==> src/rtl/seg7_scan_driver.sv <==
// rtl/seg7_scan_driver.sv - double-buffered, time-multiplexed four-digit common-anode 7-segment driver
module seg7_scan_driver #(
   parameter int SCAN_DIV = 1,
   parameter int BLANK_LZ = 0
) (
   input  logic        clk,
   input  logic        reset,
   input  logic        we,
   input  logic [15:0] wdata,
   input  logic [3:0]  dp_in,
   output logic [3:0]  an,
   output logic [7:0]  seg,
   output logic        frame_done,
   output logic        pending
);

   localparam int PW = (SCAN_DIV > 1) ? $clog2(SCAN_DIV) : 1;
   localparam logic [PW-1:0] PS_MAX = PW'(SCAN_DIV - 1);

   logic [PW-1:0] prescaler;
   logic [1:0]    digit;
   logic [15:0]   pend_data;
   logic [15:0]   disp_data;
   logic [3:0]    pend_dp;
   logic [3:0]    disp_dp;
   logic          tick;
   logic          boundary;
   logic [3:0]    nibble;
   logic [6:0]    hex;
   logic          blank;
   logic [3:0]    an_d;
   logic [7:0]    seg_d;

   assign tick     = (prescaler == PS_MAX);
   assign boundary = tick && (digit == 2'd3);

   always_ff @(posedge clk) begin
      if (reset) begin
         prescaler <= '0;
         digit     <= 2'd0;
      end else begin
         prescaler <= tick ? '0 : prescaler + 1'b1;
         if (tick)
            digit <= digit + 2'd1;
      end
   end

   // The display buffer only ever changes at a frame boundary, so no digit mixes old and new data.
   always_ff @(posedge clk) begin
      if (reset) begin
         pend_data  <= 16'h0000;
         pend_dp    <= 4'h0;
         disp_data  <= 16'h0000;
         disp_dp    <= 4'h0;
         pending    <= 1'b0;
         frame_done <= 1'b0;
      end else begin
         frame_done <= boundary;
         if (boundary && pending) begin
            disp_data <= pend_data;
            disp_dp   <= pend_dp;
         end
         if (we) begin
            pend_data <= wdata;
            pend_dp   <= dp_in;
            pending   <= 1'b1;
         end else if (boundary) begin
            pending <= 1'b0;
         end
      end
   end

   always_comb begin
      nibble = 4'(disp_data >> {digit, 2'b00});
      case (nibble)
         4'h0: hex = 7'b1000000;
         4'h1: hex = 7'b1111001;
         4'h2: hex = 7'b0100100;
         4'h3: hex = 7'b0110000;
         4'h4: hex = 7'b0011001;
         4'h5: hex = 7'b0010010;
         4'h6: hex = 7'b0000010;
         4'h7: hex = 7'b1111000;
         4'h8: hex = 7'b0000000;
         4'h9: hex = 7'b0010000;
         4'hA: hex = 7'b0001000;
         4'hB: hex = 7'b0000011;
         4'hC: hex = 7'b1000110;
         4'hD: hex = 7'b0100001;
         4'hE: hex = 7'b0000110;
         default: hex = 7'b0001110;
      endcase
   end

   // A digit is a leading zero when it and every more-significant nibble are zero; digit 0 always shows.
   always_comb begin
      blank = 1'b0;
      if (BLANK_LZ != 0) begin
         case (digit)
            2'd1:    blank = (disp_data[15:4] == 12'h000);
            2'd2:    blank = (disp_data[15:8] == 8'h00);
            2'd3:    blank = (disp_data[15:12] == 4'h0);
            default: blank = 1'b0;
         endcase
      end
   end

   always_comb begin
      an_d  = ~(4'b0001 << digit);
      seg_d = {~disp_dp[digit], hex};
      if (blank) begin
         an_d  = 4'b1111;
         seg_d = 8'hFF;
      end
   end

   always_ff @(posedge clk) begin
      if (reset) begin
         an  <= 4'b1111;
         seg <= 8'hFF;
      end else begin
         an  <= an_d;
         seg <= seg_d;
      end
   end

endmodule

==> config.mk <==
export PLATFORM = sky130hd
export DESIGN_NAME = seg7_scan_driver
export DESIGN_NICKNAME = d
export VERILOG_FILES = /design/src/rtl/seg7_scan_driver.sv
export SDC_FILE = /design/constraint.sdc
export NUM_CORES = 1
export LEC_CHECK = 0
export BUFFER_PORTS_ARGS = -buffer_cell sky130_fd_sc_hd__buf_2
export CORE_MARGIN = 3
export CORE_UTILIZATION = 30
export DETAILED_ROUTE_END_ITERATION = 6
export GPL_ROUTABILITY_DRIVEN = 0
export PLACE_DENSITY = 0.54
export SYNTH_ARGS = -nofsm -noshare
export SYNTH_HDL_FRONTEND = slang
export SYNTH_SLANG_ARGS = --single-unit
==> constraint.sdc <==
create_clock -name clk -period 2.15 [get_ports clk]
set_input_delay 0.1075 -clock clk [delete_from_list [all_inputs] [get_ports clk]]
set_output_delay 0.1075 -clock clk [all_outputs]
set_load 0.005 [all_outputs]
==> flow_summary.toml, run 1 <==
[place]
dp_hpwl_mm = 3.00
dp_slack_ps = 232
place_inst = 361
io_buffers = 36

[layout]
register_area_um2 = 1140
finalNetCount = 306
drive_above_1_share_pct = 23.0
diodes = 0
syn2layout_area_growth_pct = 18.5
multiInputGateArea_um2 = 1020
n_fill_cell = 741
fin_cells = 377

[power]
leakage_nw = 1.10
total_power_mw = 2.16
irDropWorstVdd_uv = 315
p_per_area_nw_per_um2 = 797

[detailed_routing]
vias = 1597
routed_wl_mm = 4.31
wl_per_cell_um = 11.4
vias_per_cell = 4.24
drt_iter0_markers = 61
drc = 0
dr.pass1.iters = 4
drtAntennaViolNets = 0

[floorplan]
die-width_um = 93.2
die_h_um = 93.2
core-area_um2 = 7330
io_pins = 37
die-area_um2 = 8690
initial_core_util_pct = 31.1
num_rows = 31

[timing]
min_period_ps = 1900
setup_tns_ps = 0
slew_headroom_pct = 60.1
fin_crit_sh_pct = 88.5
setup_viol = 0
finalWorstSetupSlack_ps = 247
hold_viol_final = 0
rsz0062_at_grt = "no"
clock.fmax_mhz = 525
slew_viol_final = 0
timing.hold.ws_ps = 14.6
worst_pin_slew_ps = 599
clock_skew_ps = 6.97

[clocking]
cts_tree = "yes"
ctsHoldBuffers = 0
ctsHtreeMaxLevel = 3
cts_buffer_depth = 2
worst_skew_pair.late_latency_ps = 330
numCtsBuffers = 9
cts_sinks = 57
cts-root-buf = "clkbuf_8"
cts_resized = 0
post-cts-setup-buffer-count = 0
clkTransAtPathRegs_ps = 70

[status]
status = "finished, final reports clean"

[logic_synthesis]
yosysTopAreaCell = "dfxtp_1"
async_reset_ff_share_pct = 0
avgSynthCellArea_um2 = 9.59
syn_nets = 271
synth-main-ff-cell = "dfxtp_1"
ys_warn_count = 0
ys_types = 28
syn_area_um2 = 2280
ys_ff_latch = 57
synth_cells = 238
synthTopCellsByArea = "dfxtp_1 50%, mux2i_1 10%, nand2_1 7.7%"
ys_seq_area_share_pct = 50.0
yosysTopAreaCellShare_pct = 50.0
synth-edff-count = 0

[min_path]
min_from = "wdata[6]"
whs_endpoint = "pend_data[6]$_SDFFE_PP0P_"
min_path_type = "primary input to register"
whs_path_depth = 3

[global_routing]
grt_use_total_pct = 11.0
grt_pass1_wl_mm = 7.60
grt_max_degree = 27
antenna_found_initial = 0
grt_pass1_vias = 1605
grt.overflow.total = 0

[setup_path]
rr_endpoint = "seg[3]$_SDFF_PP1_"
path_class = "register to register"
start_kind = "register"
arrival_ps = 2120
rrSetupSlack_ps = 250
required_ps = 2370
cp_max_fo = 6
r2r_start = "digit[1]$_SDFFE_PP0N_"
worstRegToRegCells = 5
end_kind = "register"

[job]
drv_cap = 0
[state kept, by name, indices dropped and copies added, names as in the netlist]
signal / flops
prescaler: 1
frame_done: 1
disp_dp: 4
seg: 8
disp_data: 16
pending: 1
pend_dp: 4
an: 4
digit: 2
pend_data: 16
[cell usage in the layout, fill, tap and decap left out]
cell type,instances
clkbuf_8,11
nand2b_1,1
o22ai_1,1
mux2i_1,23
or2_2,1
a31oi_1,2
nand3_1,1
o31a_1,1
mux2_2,1
xor2_1,1
mux4_1,1
o211ai_1,1
mux4_2,4
inv_1,6
a21oi_1,25
o221ai_1,1
nor2_1,29
nand2_1,47
dfxtp_1,57
o21ai_1,4
buf_2,36
clkinv_1,1
ha_1,10
clkinvlp_4,2
conb_1,1
and3b_1,1
clkinv_2,3
buf_4,4
nand2b_4,2
[synth_stat cells (2+ instances only)]
| library cell | count |
|---|---|
| ha_1 | 10 |
| clkbuf_1 | 9 |
| nor2_1 | 29 |
| mux4_2 | 4 |
| inv_1 | 6 |
| o21ai_1 | 4 |
| nand2_1 | 47 |
| a21oi_1 | 25 |
| buf_2 | 2 |
| mux2i_1 | 23 |
| a31oi_1 | 2 |
| buf_6 | 4 |
| dfxtp_1 | 57 |
| nand2b_4 | 2 |
[how the worst max path moves through the flow]
| stage | startpoint | end | slack [ps] |
|---|---|---|---|
| finish | digit[1]$_SDFFE_PP0N_ | seg[3]$_SDFF_PP1_ | 250 |
| global route | digit[1]$_SDFFE_PP0N_ | seg[3]$_SDFF_PP1_ | 110 |
| CTS | digit[1]$_SDFFE_PP0N_ | seg[3]$_SDFF_PP1_ | 220 |
| detailed placement | digit[1]$_SDFFE_PP0N_ | seg[3]$_SDFF_PP1_ | 230 |
| global placement | digit[1]$_SDFFE_PP0N_ | seg[3]$_SDFF_PP1_ | 280 |
| floorplan | digit[1]$_SDFFE_PP0N_ | seg[3]$_SDFF_PP1_ | 400 |
[logic make-up (layout without fill, tap and decap cells)]
logic type | count (synthesis) | count (layout) | synth area share (%)
AOI/OAI and AO/OA | 35 | 35 | 8.27
xor gates and xnor gates | 1 | 1 | 0.384
adders and majority gates | 10 | 10 | 5.48
buffers and inverters | 23 | 63 | 5.20
DFF | 57 | 57 | 50.0
muxes | 29 | 29 | 15.7
other | 1 | 1 | 0.164
and+or+nand+nor | 82 | 82 | 14.8
[cell type report]
type	instances	share of cell area (%)
clock buffer	11	5.59
multi-input combinational	158	37.8
timing repair buffer	40	7.77
sequential	57	42.2
clock inverter	5	1.11
inverter	7	0.971
tap	99	4.58
[report_power, final]
part / switching (mW) / internal (mW) / leakage [nW]
Combinational: 0.0674 / 0.0690 / 0.539
Clock: 0.426 / 0.474 / 0.0911
Sequential: 0.0238 / 1.10 / 0.467
Total: 0.517 / 1.64 / 1.10
[metal layers]
| layer | vias to the layer above | wire length (µm) | GRT usage, % |
|---|---|---|---|
| met4 | 0 | 78 | 5.86 |
| met1 | 700 | 2110 | 14.5 |
| met2 | 31 | 1910 | 16.4 |
| met5 | - | 0 | 0 |
| met3 | 8 | 209 | 3.14 |
| li1 | 858 | - | - |
[metrics by stage]
stage / utilization [%] / area (µm²)
after floorplan: - / 2280
after global placement: 34.4 / 2520
after detailed placement: 34.4 / 2520
after CTS: 36.9 / 2710
after global routing: 36.9 / 2710
final: 36.9 / 2710
[critical path: stages, from the launching register on]
cell	delay, ps
dfxtp_1	500
mux4_2	610
ha_1	270
nor2_1	120
a21oi_1	50
o31a_1	240
No activity file was read; power rests on OpenSTA's default activity.
==> inputs of run 2 (changes only) <==
--- a/config.mk
+++ b/config.mk
@@ -6,6 +6,7 @@
 export NUM_CORES = 1
 export LEC_CHECK = 0
 export BUFFER_PORTS_ARGS = -buffer_cell sky130_fd_sc_hd__buf_2
+export CORE_ASPECT_RATIO = 1.75
 export CORE_MARGIN = 3
 export CORE_UTILIZATION = 30
 export DETAILED_ROUTE_END_ITERATION = 6
==> run 2 against run 1 <==
  * Critical path type unchanged
  * Hold slack gained 3.2 ps
  * Register-to-register slack improved by 40 ps
  * Worst setup slack gained 39 ps
  * Clock power grew 59%
  * Power grew 25%
==> flow_summary.toml, run 2 (synthesized netlist as in run 1, its figures left out) <==
[status]
status = "finished, final reports clean"

[clocking]
post-cts-setup-buffer-count = 0
numCtsBuffers = 9
ctsHtreeMaxLevel = 3
clkTransAtPathRegs_ps = 50
worst_skew_pair.late_latency_ps = 320
cts_buffer_depth = 2
cts_resized = 0
cts-root-buf = "clkbuf_16"
cts_tree = "yes"
cts_sinks = 57
ctsHoldBuffers = 0

[timing]
rsz0062_at_grt = "no"
fin_crit_sh_pct = 86.7
clock_skew_ps = 3.08
finalWorstSetupSlack_ps = 286
setup_tns_ps = 0
clock.fmax_mhz = 536
hold_viol_final = 0
slew_headroom_pct = 60.3
timing.hold.ws_ps = 17.9
slew_viol_final = 0
setup_viol = 0
worst_pin_slew_ps = 595
min_period_ps = 1860

[power]
irDropWorstVdd_uv = 463
intPower_mw = 2.15
leakage_nw = 1.15
comb_power_share_pct = 4.9
seq_power_share_pct = 41.9
p_sw_mw = 0.534
p_per_area_nw_per_um2 = 956
p_clk_share_pct = 53.2
swShare_pct = 19.9

[setup_path]
arrival_ps = 2070
cpPeakStageDelay_ps = 600
required_ps = 2360
crit_chain = "mux4_2, ha_1, nor2_1, a21oi_1, o31a_1"
critPathSlowestCell = "mux4_2"
crit_buf_inv = 0
path_class = "register to register"
end_kind = "register"
start_kind = "register"
path_delay_family = "multiplexers"
worstRegToRegCells = 5
r2r_start = "digit[1]$_SDFFE_PP0N_"
rrSetupSlack_ps = 290
cp_max_fo = 5
rr_endpoint = "seg[3]$_SDFF_PP1_"

[min_path]
whs_path_depth = 3
min_from = "wdata[12]"
min_path_type = "primary input to register"
whs_endpoint = "pend_data[12]$_SDFFE_PP0P_"

[floorplan]
io_pins = 37
die-width_um = 72.0
num_rows = 41
core-area_um2 = 7280
die-area_um2 = 8740
die_h_um = 121
initial_core_util_pct = 31.3

[global_routing]
antenna_found_initial = 0
gr-usage-met2_pct = 17.6
grtUsageMet3_pct = 4.56
grt_pass1_wl_mm = 7.16
grt.overflow.total = 0
grt_max_degree = 39
met1_usage_pct = 11.5
busiest_layer = "met2"
grt_use_total_pct = 10.9
grt_pass1_vias = 1534

[detailed_routing]
drt_iter0_markers = 63
vias = 1666
routed_wl_mm = 4.30
drtAntennaViolNets = 0
dr.pass1.iters = 4
drc = 0
vias_per_cell = 4.59
wl_per_cell_um = 11.9

[layout]
fin_area_um2 = 2810
n_fill_cell = 756
syn2layout_area_growth_pct = 23.1
drive_above_1_share_pct = 22.0
final_cell_mix = "57 x dfxtp_1, 47 x nand2_1, 36 x buf_2, 29 x nor2_1, 25 x a21oi_1"
top_regs = "disp_data: 16 flops, pend_data: 16 flops, seg: 8 flops"
final_common_cell = "dfxtp_1"
diodes = 0
finalNetCount = 305

[place]
dp_hpwl_mm = 3.10
io_buffers = 36
dp_slack_ps = 267
placedInstanceArea_um2 = 2500

[job]
drv_cap = 0
==> run 2: worst max-delay path by stage <==
stage | start | depth (start not counted) | to | slack [ps]
finish | digit[1]$_SDFFE_PP0N_ | 5 | seg[3]$_SDFF_PP1_ | 290
global route | digit[1]$_SDFFE_PP0N_ | 5 | seg[4]$_SDFF_PP1_ | 130
CTS | digit[1]$_SDFFE_PP0N_ | 5 | seg[3]$_SDFF_PP1_ | 260
detailed placement | digit[1]$_SDFFE_PP0N_ | 5 | seg[3]$_SDFF_PP1_ | 270
global placement | digit[1]$_SDFFE_PP0N_ | 5 | seg[3]$_SDFF_PP1_ | 340
floorplan | digit[1]$_SDFFE_PP0N_ | 6 | seg[3]$_SDFF_PP1_ | 400
==> run 2: layout make-up <==
cell class	instances	area [µm²]	share of cell area, %
repair buffers	39	203	7.21
clock inverters	2	35.0	1.25
clock buffers	14	274	9.75
multi-input cells	158	1020	36.4
inverters	7	26.3	0.935
flip-flops and latches	57	1140	40.6
well taps	86	108	3.83
==> run 2: worst min-delay path, stage by stage <==
cell	delay, ps
buf_2	70
mux2i_1	50
nor2_1	70
==> run 2: per-layer routing <==
layer	vias to the layer above	part of all wire, %
met5	-	0
met4	0	2.7
met3	11	4.9
met2	30	51
met1	770	41
li1	855	-
==> run 2: power groups by stage <==
stage | clock (mW) | sequential (mW) | combinational, mW
finish | 1.43 | 1.13 | 0.131
detailed placement | 0 | 1.15 | 0.134
global route | 1.53 | 1.13 | 0.148
global placement | 0 | 1.15 | 0.132
CTS | 1.48 | 1.13 | 0.134
floorplan | 0 | 1.14 | 0.0967
==> run 2: stage by stage <==
| step | utilization, % | std cells | power, mW |
|---|---|---|---|
| floorplan | - | 238 | 1.23 |
| global route | 38.6 | 363 | 2.81 |
| detailed placement | 34.3 | 347 | 1.28 |
| CTS | 38.6 | 363 | 2.74 |
| finish | 38.6 | 363 | 2.69 |
| global placement | 34.3 | 347 | 1.28 |
